[config.mk]
export PLATFORM = sky130hd
export DESIGN_NAME = imem_loader
export DESIGN_NICKNAME = d
export VERILOG_FILES = /design/src/rtl/imem_loader.sv
export SDC_FILE = /design/constraint.sdc
export NUM_CORES = 1
export LEC_CHECK = 0
export CORE_ASPECT_RATIO = 1.25
export CORE_MARGIN = 1.5
export CORE_UTILIZATION = 56
export DETAILED_ROUTE_END_ITERATION = 12
export GPL_TIMING_DRIVEN = 0
export PLACE_DENSITY_LB_ADDON = 0.05
export SYNTH_ARGS = -nofsm -noshare
export SYNTH_HDL_FRONTEND = slang
export SYNTH_SLANG_ARGS = --single-unit
[constraint.sdc]
create_clock -name clk -period 7.5 [get_ports clk]
set_input_delay 2.25 -clock clk [delete_from_list [all_inputs] [get_ports clk]]
set_output_delay 2.25 -clock clk [all_outputs]
set_load 0.02 [all_outputs]
[src/rtl/imem_loader.sv]
// imem_loader: write-side companion to the instruction memory.
// Takes a byte stream carrying a 16-bit little-endian word count followed by
// the program image, packs little-endian 32-bit words and writes each to
// consecutive word addresses. The CPU is held in reset until the image lands.
// Optional: define IMEM_LOADER_CHECKSUM_EN to require a trailing XOR checksum
// byte after the payload before the load is reported as done.
//
// state | meaning
// IDLE  | waiting for start after reset
// LEN0  | expecting length low byte
// LEN1  | expecting length high byte, range check
// DATA  | collecting the 4 bytes of the current word
// WRITE | one-cycle write strobe to instruction memory
// DONE  | image loaded, CPU released
// ERR   | load aborted (length out of range or checksum mismatch)
// CSUM  | expecting checksum byte (checksum build only)
module imem_loader #(
    parameter int unsigned       ADDR_W    = 64,
    parameter logic [ADDR_W-1:0] BASE_ADDR = '0,
    parameter int unsigned       MAX_WORDS = 256
) (
    input  logic              clk,
    input  logic              reset,
    input  logic              start,
    input  logic [7:0]        byte_in,
    input  logic              byte_valid,
    output logic              byte_ready,
    output logic              wr_en,
    output logic [ADDR_W-1:0] wr_addr,
    output logic [31:0]       wr_data,
    output logic              cpu_hold,
    output logic              done,
    output logic              error
);

    typedef enum logic [2:0] {
        S_IDLE, S_LEN0, S_LEN1, S_DATA, S_WRITE, S_DONE, S_ERR, S_CSUM
    } state_t;

`ifdef IMEM_LOADER_CHECKSUM_EN
    localparam state_t S_FIN = S_CSUM;
`else
    localparam state_t S_FIN = S_DONE;
`endif

    state_t            state, state_nxt;
    logic [15:0]       len, idx, idx_inc, len_full;
    logic [1:0]        cnt;
    logic [23:0]       shreg;
    logic [31:0]       word_nxt;
    logic [ADDR_W-1:0] addr_nxt;
    logic              accept;
    logic              byte_ready_nxt, wr_en_nxt, done_nxt, error_nxt, cpu_hold_nxt;
`ifdef IMEM_LOADER_CHECKSUM_EN
    logic [7:0]        csum;
`endif

    assign accept   = byte_valid && byte_ready;
    assign len_full = {byte_in, len[7:0]};
    assign idx_inc  = idx + 16'd1;
    // shreg holds the first three bytes of the word; the fourth arrives live
    assign word_nxt = {byte_in, shreg};
    assign addr_nxt = BASE_ADDR + ADDR_W'({idx, 2'b00});

    // state register
    always_ff @(posedge clk or posedge reset) begin
        if (reset) state <= S_IDLE;
        else       state <= state_nxt;
    end

    // next-state logic
    always_comb begin
        state_nxt = state;
        case (state)
            S_IDLE:  if (start) state_nxt = S_LEN0;
            S_LEN0:  if (accept) state_nxt = S_LEN1;
            S_LEN1: begin
                if (accept) begin
                    if (len_full == 16'd0)                 state_nxt = S_FIN;
                    else if (32'(len_full) > MAX_WORDS)    state_nxt = S_ERR;
                    else                                   state_nxt = S_DATA;
                end
            end
            S_DATA:  if (accept && cnt == 2'd3) state_nxt = S_WRITE;
            S_WRITE: state_nxt = (idx_inc == len) ? S_FIN : S_DATA;
            S_DONE:  if (start) state_nxt = S_LEN0;
            S_ERR:   if (start) state_nxt = S_LEN0;
`ifdef IMEM_LOADER_CHECKSUM_EN
            S_CSUM:  if (accept) state_nxt = (byte_in == csum) ? S_DONE : S_ERR;
`endif
            default: state_nxt = S_IDLE;
        endcase
    end

    // output decode of the upcoming state, registered below
    always_comb begin
        byte_ready_nxt = (state_nxt == S_LEN0) || (state_nxt == S_LEN1) ||
                         (state_nxt == S_DATA) || (state_nxt == S_CSUM);
        wr_en_nxt      = (state_nxt == S_WRITE);
        done_nxt       = (state_nxt == S_DONE);
        error_nxt      = (state_nxt == S_ERR);
        cpu_hold_nxt   = (state_nxt != S_DONE);
    end

    // registered outputs; address/data only move when a write is issued
    always_ff @(posedge clk or posedge reset) begin
        if (reset) begin
            byte_ready <= 1'b0;
            wr_en      <= 1'b0;
            wr_addr    <= '0;
            wr_data    <= '0;
            done       <= 1'b0;
            error      <= 1'b0;
            cpu_hold   <= 1'b1;
        end else begin
            byte_ready <= byte_ready_nxt;
            wr_en      <= wr_en_nxt;
            done       <= done_nxt;
            error      <= error_nxt;
            cpu_hold   <= cpu_hold_nxt;
            if (wr_en_nxt) begin
                wr_addr <= addr_nxt;
                wr_data <= word_nxt;
            end
        end
    end

    // length capture, word assembly and word index
    always_ff @(posedge clk or posedge reset) begin
        if (reset) begin
            len   <= '0;
            idx   <= '0;
            cnt   <= '0;
            shreg <= '0;
`ifdef IMEM_LOADER_CHECKSUM_EN
            csum  <= '0;
`endif
        end else begin
            if (state_nxt == S_LEN0 && state != S_LEN0) begin
                idx  <= '0;
                cnt  <= '0;
`ifdef IMEM_LOADER_CHECKSUM_EN
                csum <= '0;
`endif
            end
            if (accept) begin
                case (state)
                    S_LEN0: len[7:0]  <= byte_in;
                    S_LEN1: len[15:8] <= byte_in;
                    S_DATA: begin
                        shreg <= {byte_in, shreg[23:8]};
                        cnt   <= cnt + 2'd1;
`ifdef IMEM_LOADER_CHECKSUM_EN
                        csum  <= csum ^ byte_in;
`endif
                    end
                    default: ;
                endcase
            end
            if (state == S_WRITE) idx <= idx_inc;
        end
    end

endmodule
==> impl_summary.log, run 1 <==
INFO  metric power.density_cell_area = between 300 and 400 nW/um^2
INFO  metric commonest_cells_after_routing_fill_and_taps_aside = 113 x sky130_fd_sc_hd__dfrtp_1, 88 x sky130_fd_sc_hd__mux2_2, 64 x sky130_fd_sc_hd__clkdlybuf4s50_1
INFO  metric postRouteWirelength = around 12000 um
INFO  metric grt_pass1_vias = 3964
INFO  metric antenna_found_initial = 0
INFO  metric cp-start-kind = input pin
INFO  metric final_antenna_net_count = 0
INFO  metric cts.sinks = around 110
INFO  metric yosys.area_share.simple = 9.55%
INFO  metric worst_ir_drop_vdd = around 210 uV
INFO  metric design.portCount = roughly 110
INFO  metric yosysWarnings = 0
INFO  metric synth_top_area_cell = sky130_fd_sc_hd__dfrtp_1
INFO  metric critPathArrivalTime = 4780 ps
INFO  metric setup_viol = 0
INFO  metric port_buffers = 64
INFO  metric complex_gate_fraction_of_the_synthesized_area = approximately 8.5%
INFO  metric maxClockFrequency = ~220 MHz
INFO  metric post_synth_top_area_share = between 50% and 60%
INFO  metric tightestPinTransition = roughly 670 ps
INFO  metric std_cell_rows = 40
INFO  metric detailroute.via_count = approximately 4000
INFO  metric crit_type = input pin to flop
INFO  metric fin_nets = roughly 620
INFO  metric synth_async_sr_flop_share = 100%
INFO  metric synth_adder_area_share = less than 1%
INFO  metric worst_skew_pair.late_latency = slightly above 400 ps
INFO  metric ratio_of_cells_with_drive_above_1_in_the_final_layout = 31.3%
INFO  metric max-clock-path-buffers = 2
INFO  metric mostFrequentLayoutCell = sky130_fd_sc_hd__dfrtp_1
INFO  metric finalSetupTns = 0 ps
INFO  metric cts-resized-gates = 0
INFO  metric run_status = complete, no violations
INFO  metric wl_met1 = roughly 5000 um
INFO  metric timing.max_slew.rel_slack = between 50% and 60%
INFO  metric routedWlPerCell = around 16 um
INFO  metric clock-skew-final = roughly 9.5 ps
INFO  metric drc = 0
INFO  metric syn2layout_area_growth = 28.0%
INFO  metric die_area = approximately 11000 sq um
INFO  metric synth_cells = approximately 470
INFO  metric top_layer_used = met4
INFO  metric globalplace.congestion = around 0.95
INFO  metric cts-hold-fix-buffers = 0
INFO  metric drt-initial-drc-count = about 180
INFO  metric groute.usage.overall = between 20% and 30%
INFO  metric netlist_top_cells_area = sky130_fd_sc_hd__dfrtp_1 51%, sky130_fd_sc_hd__mux2_2 18%, sky130_fd_sc_hd__buf_4 6.7%
INFO  metric routed-wl-met2 = 6180 um
INFO  metric holdCritPathClass = flop to flop
INFO  metric timing.final.max_slew_violations = 0
INFO  metric layout.core_utilization = about three quarters
INFO  metric worst-path-max-fanout = 10
INFO  metric synth_cell_type_count = 61
INFO  metric synth_xor_area_share = about 3.4%
INFO  metric synth.area.mux_share = ~18%
INFO  metric grt_max_degree = 63
INFO  metric drtPass1Iterations = 4
INFO  metric yosysSeqAreaShare = between 50% and 60%
INFO  metric netlist_area = 5580 sq um
INFO  metric synth-edff-count = 0
INFO  metric clock_transition_at_the_registers_of_the_reported_paths = about 60 ps
INFO  metric synthFlopType = sky130_fd_sc_hd__dfrtp_1
INFO  metric cts.root.buffer_cell = sky130_fd_sc_hd__clkbuf_16
INFO  metric largest_family_of_logic_cells_by_synthesized_area = multiplexers
INFO  metric met3RoutedLength = between 500 and 600 um
INFO  metric globalRouteOverflowTotal = 0
INFO  metric tritoncts_clock_tree = done
INFO  metric number_of_max_cap_violations = 0
INFO  metric critical_path.max_stage_delay = between 500 and 600 ps
INFO  metric antenna-diode-count = 0
INFO  metric fillerInstances = between 600 and 700
INFO  metric post-route-min-period = ~4500 ps
INFO  metric setup_repair_after_global_routing_missed_its_margin = no
INFO  metric ys_ff_latch = around 110
INFO  metric dieWidth = between 90 and 100 um
INFO  metric initial_core_util = 57.8%
INFO  metric clock_tree.htree_level_count = 4
INFO  metric power_leakage = around 3.3 nW
INFO  metric core = roughly 9700 sq um
INFO  metric crit_required = ~8000 ps
INFO  metric synth.avg_cell_area = 11.8 sq um
INFO  metric design_power_total = 2.48 mW
INFO  metric cp_slowest_cell = sky130_fd_sc_hd__clkdlybuf4s50_1
INFO  metric numCtsBuffers = 17
INFO  metric final.period_utilization = 60.2%
INFO  metric hold_viol_final = 0
INFO  metric timing.critical_path.to_type = flop
INFO  metric wire_length_of_the_first_global_routing_pass = just under 20000 um
INFO  metric drt-vias-per-instance = between 5 and 6
INFO  metric die_height = approximately 110 um
INFO  metric detailedPlacementHpwl = between 8000 and 9000 um
INFO  metric crit_path_cell_trace = clkdlybuf4s50_1 > nor4_1 > nand2_1 > nor3_1 > o211ai_1 > buf_2 > o21ai_0 > o31ai_1
INFO  metric cts.repair_timing.setup_buffer_count = 0
-- cell families after synthesis --
group                      count (synthesis)
DFF                                      114
other                                      1
buffers and inverters                     80
and+or+nand+nor                           94
AOI/OAI and AO/OA                         72
muxes                                     89
adders and majority gates                  2
xor gates and xnor gates                  20
-- sequential cells by signal, summed over array words and instances (netlist names) --
| signal | flops |
|---|---|
| wr_en | 1 |
| len | 16 |
| done | 1 |
| wr_data | 32 |
| wr_addr | 16 |
| byte_ready | 1 |
| error | 1 |
| shreg | 24 |
| cnt | 2 |
| cpu_hold | 1 |
| idx | 16 |
| state | 3 |
-- per-stage QoR --
stage | worst slack [ps] | instances | cell area, sq um | hold slack, ps
after floorplan | 2240 | 519 | 5760 | 457
after global placement | 753 | 709 | 6560 | 466
after detailed placement | 2610 | 710 | 6590 | 487
after CTS | 3020 | 742 | 7150 | 494
after global routing | 2830 | 742 | 7150 | 501
final | 2990 | 742 | 7150 | 496
-- cell type report --
type | count | area, sq um | area share [%]
repair buffers | 65 | 668 | 9.35
well taps | 126 | 158 | 2.21
inverters | 7 | 28.8 | 0.403
clock buffers | 17 | 425 | 5.95
plain buffers | 73 | 477 | 6.67
clock inverters | 15 | 135 | 1.89
multi-input cells | 325 | 2400 | 33.6
flip-flops and latches | 114 | 2850 | 39.9
-- cells in the mapped netlist, types with 2 or more instances --
library cell                 n
sky130_fd_sc_hd__or4_1       3
sky130_fd_sc_hd__buf_4      50
sky130_fd_sc_hd__nand2_1    27
sky130_fd_sc_hd__a21o_1      3
sky130_fd_sc_hd__buf_2      12
sky130_fd_sc_hd__nor4_1      4
sky130_fd_sc_hd__o211ai_1    2
sky130_fd_sc_hd__o31ai_1     6
sky130_fd_sc_hd__nor3_1      7
sky130_fd_sc_hd__nand3_1     3
sky130_fd_sc_hd__nand3_2     2
sky130_fd_sc_hd__a31oi_1     5
sky130_fd_sc_hd__mux2_2     88
sky130_fd_sc_hd__dfrtp_1   113
sky130_fd_sc_hd__nand4_1     4
sky130_fd_sc_hd__xor2_1      6
sky130_fd_sc_hd__nand2b_1    2
sky130_fd_sc_hd__o21ai_0    27
sky130_fd_sc_hd__nor2b_1     4
sky130_fd_sc_hd__and2_1      2
sky130_fd_sc_hd__nand3b_1    3
sky130_fd_sc_hd__nor3b_1     2
sky130_fd_sc_hd__clkbuf_1   10
sky130_fd_sc_hd__xnor2_1    13
sky130_fd_sc_hd__o41ai_1     3
sky130_fd_sc_hd__inv_1       7
sky130_fd_sc_hd__ha_1        2
sky130_fd_sc_hd__and3_1      2
sky130_fd_sc_hd__a211oi_1    2
sky130_fd_sc_hd__a21oi_1     8
sky130_fd_sc_hd__nor2_1     20
-- critical path, delay by kind of cell --
family / cells / cell delay, ps
compound gates: 3 / 680
buf+inv: 2 / 850
simple gates: 3 / 1000
-- worst paths after layout --
path | to | slack [ps] | depth (start not counted) | startpoint
max | idx[9]$_DFFE_PP0P_ | 2990 | 8 | byte_in[4]
min | cnt[0]$_DFF_PP0_ | 500 | 1 | cnt[0]$_DFF_PP0_
max reg2reg | idx[9]$_DFFE_PP0P_ | 4610 | 7 | len[2]$_DFFE_PP0P_
max in group asynchronous | shreg[19]$_DFFE_PP0P_ | 4460 | 3 | reset
min in group asynchronous | wr_data[15]$_DFFE_PP0P_ | 2310 | 2 | reset
min reg2reg | cnt[0]$_DFF_PP0_ | 500 | 1 | cnt[0]$_DFF_PP0_
-- power breakdown --
| group | leakage [nW] | internal, mW | switching [mW] |
|---|---|---|---|
| clock network | 0.250 | 0.455 | 0.298 |
| registers | 1.48 | 0.801 | 0.137 |
| logic | 1.59 | 0.394 | 0.391 |
| total | 3.32 | 1.65 | 0.825 |
-- routing by layer --
metal	vias up	global-route usage, %
met1	1933	29.4
met4	0	10.5
met3	23	6.51
li1	1852	-
met2	111	41.0
met5	-	0
No activity file was read; power rests on OpenSTA's default activity.
==> run 2, diff against run 1 <==
--- a/config.mk
+++ b/config.mk
@@ -7,7 +7,7 @@
 export LEC_CHECK = 0
 export CORE_ASPECT_RATIO = 1.25
 export CORE_MARGIN = 1.5
-export CORE_UTILIZATION = 56
+export CORE_UTILIZATION = 47
 export DETAILED_ROUTE_END_ITERATION = 12
 export GPL_TIMING_DRIVEN = 0
 export PLACE_DENSITY_LB_ADDON = 0.05
==> constraint.sdc (replaced) <==
create_clock -name clk -period 3.93 [get_ports clk]
set_input_delay 1.179 -clock clk [delete_from_list [all_inputs] [get_ports clk]]
set_output_delay 1.179 -clock clk [all_outputs]
set_load 0.02 [all_outputs]
==> run 2 against run 1 <==
Routed wire length down 1.8%. Sequential share of layout area fell by 0.65 points. Final cell count rose by 4.9%. Register-to-register slack worse by 3500 ps. Total power increased by 98%. Sequential power is 91% higher. Setup slack got worse by 2400 ps. Critical path depth is the same. Combinational power is 90% higher. Critical endpoint is now idx[6]$_DFFE_PP0P_. Largest power group unchanged.
==> impl_summary.log, run 2 (same netlist as run 1, synthesis figures left out) <==
INFO  metric worst_skew_pair.late_latency = 400 ps (about the same)
INFO  metric antenna_found_initial = 0 (unchanged)
INFO  metric timing.critical_path.to_type = flop
INFO  metric worst-path-max-fanout = 10 (unchanged)
INFO  metric cts.root.buffer_cell = sky130_fd_sc_hd__clkbuf_16
INFO  metric crit_buf_inv = 2 (unchanged)
INFO  metric timing.max_slew.rel_slack = 48.8% (-6.6 points)
INFO  metric cts-hold-fix-buffers = 0 (unchanged)
INFO  metric run_status = complete, no violations
INFO  metric ratio_of_cells_with_drive_above_1_in_the_final_layout = 30.8% (-0.54 points)
INFO  metric power.sequential.fraction = 36.6% (-1.3 points)
INFO  metric crit_required = 4200 ps (-3570 ps)
INFO  metric globalplace.congestion = 0.887 (-6.2%)
INFO  metric top_register = wr_data
INFO  metric clock-skew-final = 5.84 ps (-3.64 ps)
INFO  metric drc = 0 (unchanged)
INFO  metric critical_path.max_stage_delay = 530 ps (-20 ps)
INFO  metric cts.sinks = 114 (unchanged)
INFO  metric final.period_utilization = ~85%
INFO  metric setup_viol = 0 (unchanged)
INFO  metric post-route-min-period = ~3300 ps
INFO  metric clock_transition_at_the_registers_of_the_reported_paths = 50 ps (about the same)
INFO  metric drtPass1Iterations = 4 (unchanged)
INFO  metric critPathArrivalTime = 3610 ps (-1170 ps)
INFO  metric post-place-ws = 237 ps (-2370 ps)
INFO  metric crit_path_cell_trace = clkdlybuf4s50_1 > nor4_1 > nand2_1 > nor3_1 > o211ai_1 > buf_2 > o21ai_0 > o41ai_1
INFO  metric numCtsBuffers = 17 (unchanged)
INFO  metric port_buffers = 64 (unchanged)
INFO  metric grt_max_degree = 43 (-32%)
INFO  metric tightestPinTransition = 766 ps (+100 ps)
INFO  metric max-clock-path-buffers = 2 (unchanged)
INFO  metric power.density_cell_area = 673 nW/um^2 (+94%)
INFO  metric cts-resized-gates = 0 (unchanged)
INFO  metric comb_power_share = 30.5% (-1.2 points)
INFO  metric layout.core_utilization = 62.6% (-11 points)
INFO  metric design.portCount = 113 (unchanged)
INFO  metric die_area = 12500 sq um (+19%)
INFO  metric p_clk_share = 32.9% (+2.5 points)
INFO  metric timing.final.max_slew_violations = 0 (unchanged)
INFO  metric fin_nets = 618 (+0.16%)
INFO  metric commonest_cells_after_routing_fill_and_taps_aside = 113 x sky130_fd_sc_hd__dfrtp_1, 88 x sky130_fd_sc_hd__mux2_2, 64 x sky130_fd_sc_hd__clkdlybuf4s50_1
INFO  metric finalSetupTns = 0 ps (unchanged)
INFO  metric power_report.internal_total = 3.38 mW (+100%)
INFO  metric initial_core_util = 48.1% (-9.7 points)
INFO  metric syn2layout_area_growth = 30.2%
INFO  metric power_leakage = 3.37 nW (+1.5%)
INFO  metric cp_slowest_cell = sky130_fd_sc_hd__clkdlybuf4s50_1
INFO  metric detailedPlacementHpwl = 8510 um (-1.4%)
INFO  metric biggestRegsByFlops = wr_data x32, shreg x24
INFO  metric setup_repair_after_global_routing_missed_its_margin = no
INFO  metric final_antenna_net_count = 0 (unchanged)
INFO  metric wire_length_of_the_first_global_routing_pass = 19600 um (-0.80%)
INFO  metric groute.usage.overall = 20.1% (-4.3 points)
INFO  metric top_family_by_delay_on_critical_path = simple AND/OR/NAND/NOR gates
INFO  metric tritoncts_clock_tree = done
INFO  metric dieWidth = 100 um (+8.9%)
INFO  metric sw_frac_of_total = 31.0% (-2.3 points)
INFO  metric final_critical_path_setup_slack = 592 ps (-2400 ps)
INFO  metric antenna-diode-count = 0 (unchanged)
INFO  metric cp-start-kind = input pin
INFO  metric holdCritPathClass = flop to flop
INFO  metric mostFrequentLayoutCell = sky130_fd_sc_hd__dfrtp_1
INFO  metric largest_reg_flops = 32 (unchanged)
INFO  metric die_height = 125 um (+8.9%)
INFO  metric fillerInstances = 962 (+47%)
INFO  metric number_of_max_cap_violations = 0 (unchanged)
INFO  metric drt-vias-per-instance = 5.05 (-4.5%)
INFO  metric std_cell_rows = 44 (+10%)
INFO  metric worst_ir_drop_vdd = 351 uV (+63%)
INFO  metric hold_viol_final = 0 (unchanged)
INFO  metric postRouteWirelength = 11800 um (-1.8%)
INFO  metric clock_tree.htree_level_count = 4 (unchanged)
INFO  metric core = 11600 sq um (+20%)
INFO  metric drt-initial-drc-count = 154 (-15%)
INFO  metric cts.repair_timing.setup_buffer_count = 0 (unchanged)
INFO  metric maxClockFrequency = 300 MHz
INFO  metric globalRouteOverflowTotal = 0 (unchanged)
INFO  metric routedWlPerCell = 15.1 um (-6.4%)
INFO  metric total_switching_power = 1.52 mW (+84%)
INFO  metric detailroute.via_count = 3926 (+0.18%)
INFO  metric crit_type = input pin to flop
INFO  metric grt_pass1_vias = 3877 (-2.2%)
[run 2: cell count changes in the layout (fill, tap and decap cells not counted)]
cell,change
sky130_fd_sc_hd__clkbuf_8,+2
sky130_fd_sc_hd__bufinv_16,+3
sky130_fd_sc_hd__clkinv_4,-1
sky130_fd_sc_hd__clkbuf_1,+4
sky130_fd_sc_hd__inv_4,-1
sky130_fd_sc_hd__buf_12,+2
sky130_fd_sc_hd__buf_16,-1
sky130_fd_sc_hd__inv_6,-2
sky130_fd_sc_hd__clkinvlp_4,-5
[run 2: path summary, 6_finish.rpt]
check / startpoint / to / slack (ps) / cells past startpoint
min: cnt[0]$_DFF_PP0_ / cnt[0]$_DFF_PP0_ / 480 / 1
max reg2reg: len[2]$_DFFE_PP0P_ / idx[6]$_DFFE_PP0P_ / 1090 / 7
min in group asynchronous: reset / wr_en$_DFF_PP0_ / 1250 / 2
max in group asynchronous: reset / idx[0]$_DFFE_PP0P_ / 1760 / 4
max: byte_in[4] / idx[6]$_DFFE_PP0P_ / 590 / 8
min reg2reg: cnt[0]$_DFF_PP0_ / cnt[0]$_DFF_PP0_ / 480 / 1
[run 2: layer usage]
metal  vias to the layer above  track usage (%)  share of wire, %
li1                       1852                -                 -
met1                      1937             24.7                43
met2                       113             33.0                51
met3                        24             5.61               4.0
met4                         0             8.29               2.5
met5                         -                0                 0
[run 2: metrics by stage]
step	hold WS [ps]	std cells	cell area [sq um]	power (mW)
after global placement	471	744	6610	3.24
after CTS	487	778	7270	4.93
after floorplan	457	519	5760	2.79
after global routing	512	778	7270	5.15
after detailed placement	479	746	6650	3.29
final	484	778	7270	4.89
[run 2: power groups by stage]
stage	Sequential (mW)	Combinational, mW	Clock (mW)
2_1_floorplan	1.87	0.920	0
3_3_place_gp	1.79	1.45	0
3_5_place_dp	1.81	1.49	0
4_1_cts	1.79	1.50	1.64
5_1_grt	1.85	1.61	1.69
6_report	1.79	1.49	1.61
[run 2: final cells by class]
| class | count | area, sq um | area share (%) |
|---|---|---|---|
| multi-input cells | 325 | 2400 | 33.1 |
| inverters | 7 | 30.0 | 0.413 |
| plain buffers | 73 | 477 | 6.56 |
| flip-flops and latches | 114 | 2850 | 39.3 |
| clock buffers | 23 | 468 | 6.44 |
| clock inverters | 9 | 154 | 2.12 |
| well taps | 161 | 201 | 2.77 |
| repair buffers | 66 | 681 | 9.37 |
==> run 3, diff against run 2 <==
==> constraint.sdc (replaced) <==
create_clock -name clk -period 2.8 [get_ports clk]
set_input_delay 0.84 -clock clk [delete_from_list [all_inputs] [get_ports clk]]
set_output_delay 0.84 -clock clk [all_outputs]
set_load 0.02 [all_outputs]
==> run 3 against run 2 <==
Via count hardly changed. Total power is 41% higher. Non-clock buffer count is 1 higher. First-iteration DRC count is 0.65% higher. Worst hold slack better by 0.73 ps. Register-to-register slack worse by 920 ps. Combinational power is 43% higher. Highest routed layer unchanged.
==> impl_summary.log, run 3 (same netlist as run 1, synthesis figures left out) <==
INFO  metric postRouteWirelength = 11900 um (+1.3%)
INFO  metric detailroute.via_count = 3928 (+0.051%)
INFO  metric std_cell_rows = 44 (unchanged)
INFO  metric max-clock-path-buffers = 2 (unchanged)
INFO  metric largest_reg_flops = 32 (unchanged)
INFO  metric setup_repair_after_global_routing_missed_its_margin = yes
INFO  metric worst_skew_pair.late_latency = 400 ps (about the same)
INFO  metric timing.max_slew.rel_slack = 48.8% (about the same)
INFO  metric final_design_area_no_fill = 7300 sq um (+0.50%)
INFO  metric drt-vias-per-instance = 5.04 (about the same)
INFO  metric cp-start-kind = input pin
INFO  metric globalRouteOverflowTotal = 0 (unchanged)
INFO  metric cp_slowest_cell = sky130_fd_sc_hd__clkdlybuf4s50_1
INFO  metric run_status = complete, no violations
INFO  metric power_leakage = 3.39 nW (+0.63%)
INFO  metric port_buffers = 64 (unchanged)
INFO  metric power.sequential.fraction = 36.4% (-0.2 points)
INFO  metric cts.sinks = 114 (unchanged)
INFO  metric number_of_max_cap_violations = 0 (unchanged)
INFO  metric total_switching_power = 2.15 mW (+42%)
INFO  metric tritoncts_clock_tree = done
INFO  metric ratio_of_cells_with_drive_above_1_in_the_final_layout = 31.6% (+0.76 points)
INFO  metric critical_path.max_stage_delay = 560 ps (+30 ps)
INFO  metric crit_type = input pin to flop
INFO  metric sw_frac_of_total = 31.1% (+0.12 points)
INFO  metric top_register = wr_data
INFO  metric die_area = 12500 sq um (unchanged)
INFO  metric cts.root.buffer_cell = sky130_fd_sc_hd__clkbuf_16
INFO  metric path_common_cell = sky130_fd_sc_hd__buf_2
INFO  metric fin_nets = 619 (+0.16%)
INFO  metric numCtsBuffers = 17 (unchanged)
INFO  metric routedWlPerCell = 15.3 um (+1.2%)
INFO  metric power_report.internal_total = 4.76 mW (+41%)
INFO  metric design_power_total = 6.91 mW (+41%)
INFO  metric cts-hold-fix-buffers = 0 (unchanged)
INFO  metric comb_power_share = 30.8% (+0.3 points)
INFO  metric drtPass1Iterations = 4 (unchanged)
INFO  metric maxClockFrequency = around 380 MHz
INFO  metric crit_path_cell_trace = clkdlybuf4s50_1 > nand4_1 > nor2_1 > buf_2 > buf_2 > mux2_2
INFO  metric tightestPinTransition = 766 ps (+0.423 ps)
INFO  metric grt_pass1_vias = 3875 (-0.052%)
INFO  metric core = 11600 sq um (unchanged)
INFO  metric worst_ir_drop_vdd = 492 uV (+40%)
INFO  metric critPathArrivalTime = 2940 ps (-670 ps)
INFO  metric post-route-min-period = approximately 2700 ps
INFO  metric die_height = 125 um (unchanged)
INFO  metric worst_hold_path.num_cells = 1 (unchanged)
INFO  metric final_antenna_net_count = 0 (unchanged)
INFO  metric clock-skew-final = 5.81 ps (-0.0211 ps)
INFO  metric setup_viol = 0 (unchanged)
INFO  metric clock_tree.htree_level_count = 4 (unchanged)
INFO  metric worst-path-max-fanout = 10 (unchanged)
INFO  metric design.portCount = 113 (unchanged)
INFO  metric final.period_utilization = between 90% and 100%
INFO  metric crit_required = 3090 ps (-1110 ps)
INFO  metric p_clk_share = 32.8% (about the same)
INFO  metric ff2ff_path_depth = 8 (+1)
INFO  metric detailedPlacementHpwl = 8510 um (unchanged)
INFO  metric commonest_cells_after_routing_fill_and_taps_aside = 113 x sky130_fd_sc_hd__dfrtp_1, 88 x sky130_fd_sc_hd__mux2_2, 64 x sky130_fd_sc_hd__clkdlybuf4s50_1
INFO  metric initial_core_util = 48.1% (unchanged)
INFO  metric clock_transition_at_the_registers_of_the_reported_paths = 50 ps (about the same)
INFO  metric drc = 0 (unchanged)
INFO  metric drt-initial-drc-count = 155 (+0.65%)
INFO  metric globalplace.congestion = 0.887 (unchanged)
INFO  metric timing.critical_path.to_type = flop
INFO  metric dieWidth = 100 um (unchanged)
INFO  metric hold_viol_final = 0 (unchanged)
INFO  metric timing.final.max_slew_violations = 0 (unchanged)
INFO  metric biggestRegsByFlops = wr_data x32, shreg x24
INFO  metric holdCritPathClass = flop to flop
INFO  metric antenna_found_initial = 0 (unchanged)
INFO  metric power.density_cell_area = 946 nW/um^2 (+40%)
INFO  metric antenna-diode-count = 0 (unchanged)
INFO  metric postPlaceCellArea = 6650 sq um (unchanged)
INFO  metric grt_max_degree = 43 (unchanged)
INFO  metric wire_length_of_the_first_global_routing_pass = 19600 um (unchanged)
INFO  metric syn2layout_area_growth = 30.8%
INFO  metric groute.usage.overall = 20.1% (about the same)
INFO  metric mostFrequentLayoutCell = sky130_fd_sc_hd__dfrtp_1
-- run 3: what timing repair did --
action,4_1_cts,5_1_grt
gates resized for setup,1,5
setup buffers,1,0
setup endpoints to repair,10,6
pin swaps,1,0
-- run 3: power groups by stage --
stage / Sequential [mW] / Combinational, mW / Clock (mW)
final: 2.52 / 2.13 / 2.26
after global routing: 2.60 / 2.28 / 2.38
after CTS: 2.52 / 2.12 / 2.30
after detailed placement: 2.54 / 2.09 / 0
after global placement: 2.51 / 2.04 / 0
after floorplan: 2.63 / 1.29 / 0
-- run 3: worst paths after layout --
check	from	end	slack [ps]
worst max register to register	idx[0]$_DFFE_PP0P_	cpu_hold$_DFF_PP1_	170
worst max-delay path	byte_valid	wr_data[3]$_DFFE_PP0P_	140
worst min-delay path	cnt[0]$_DFF_PP0_	cnt[0]$_DFF_PP0_	480
min in group asynchronous	reset	wr_en$_DFF_PP0_	910
max in group asynchronous	reset	idx[0]$_DFFE_PP0P_	970
worst min register to register	cnt[0]$_DFF_PP0_	cnt[0]$_DFF_PP0_	480
-- run 3: worst max-delay path, delay by kind of cell --
| family | cells | cell delay (ps) |
|---|---|---|
| and+or+nand+nor | 2 | 470 |
| buffers and inverters | 3 | 1250 |
| muxes | 1 | 380 |
-- run 3: through the flow --
step / worst slack, ps / cells / setup TNS, ps / hold slack, ps / utilization, %
after floorplan: 500 / 519 / 0 / 457 / -
after global placement: -571 / 744 / -73430 / 471 / 56.9
after detailed placement: -554 / 746 / -18080 / 479 / 57.2
after CTS: 8.98 / 779 / 0 / 487 / 62.7
after global routing: -40.0 / 779 / -60.2 / 512 / 62.9
final: 144 / 779 / 0 / 485 / 62.9
-- run 3: metal layers --
metal  vias up  wire length [um]  share of wire (%)  GRT usage, %
met4         0               325                2.7          8.29
met3        27               538                4.5          5.61
li1       1850                 -                  -             -
met1      1929              5020                 42          24.7
met5         -                 0                  0             0
met2       122              6040                 51          33.1
-- run 3: final cells by class --
cell class / count / area [sq um]
inverters: 7 / 30.0
clock buffers: 23 / 468
plain buffers: 73 / 477
flip-flops and latches: 114 / 2850
well taps: 161 / 201
clock inverters: 9 / 154
fillers: 963 / 4310
repair buffers: 67 / 688
multi-input cells: 325 / 2430
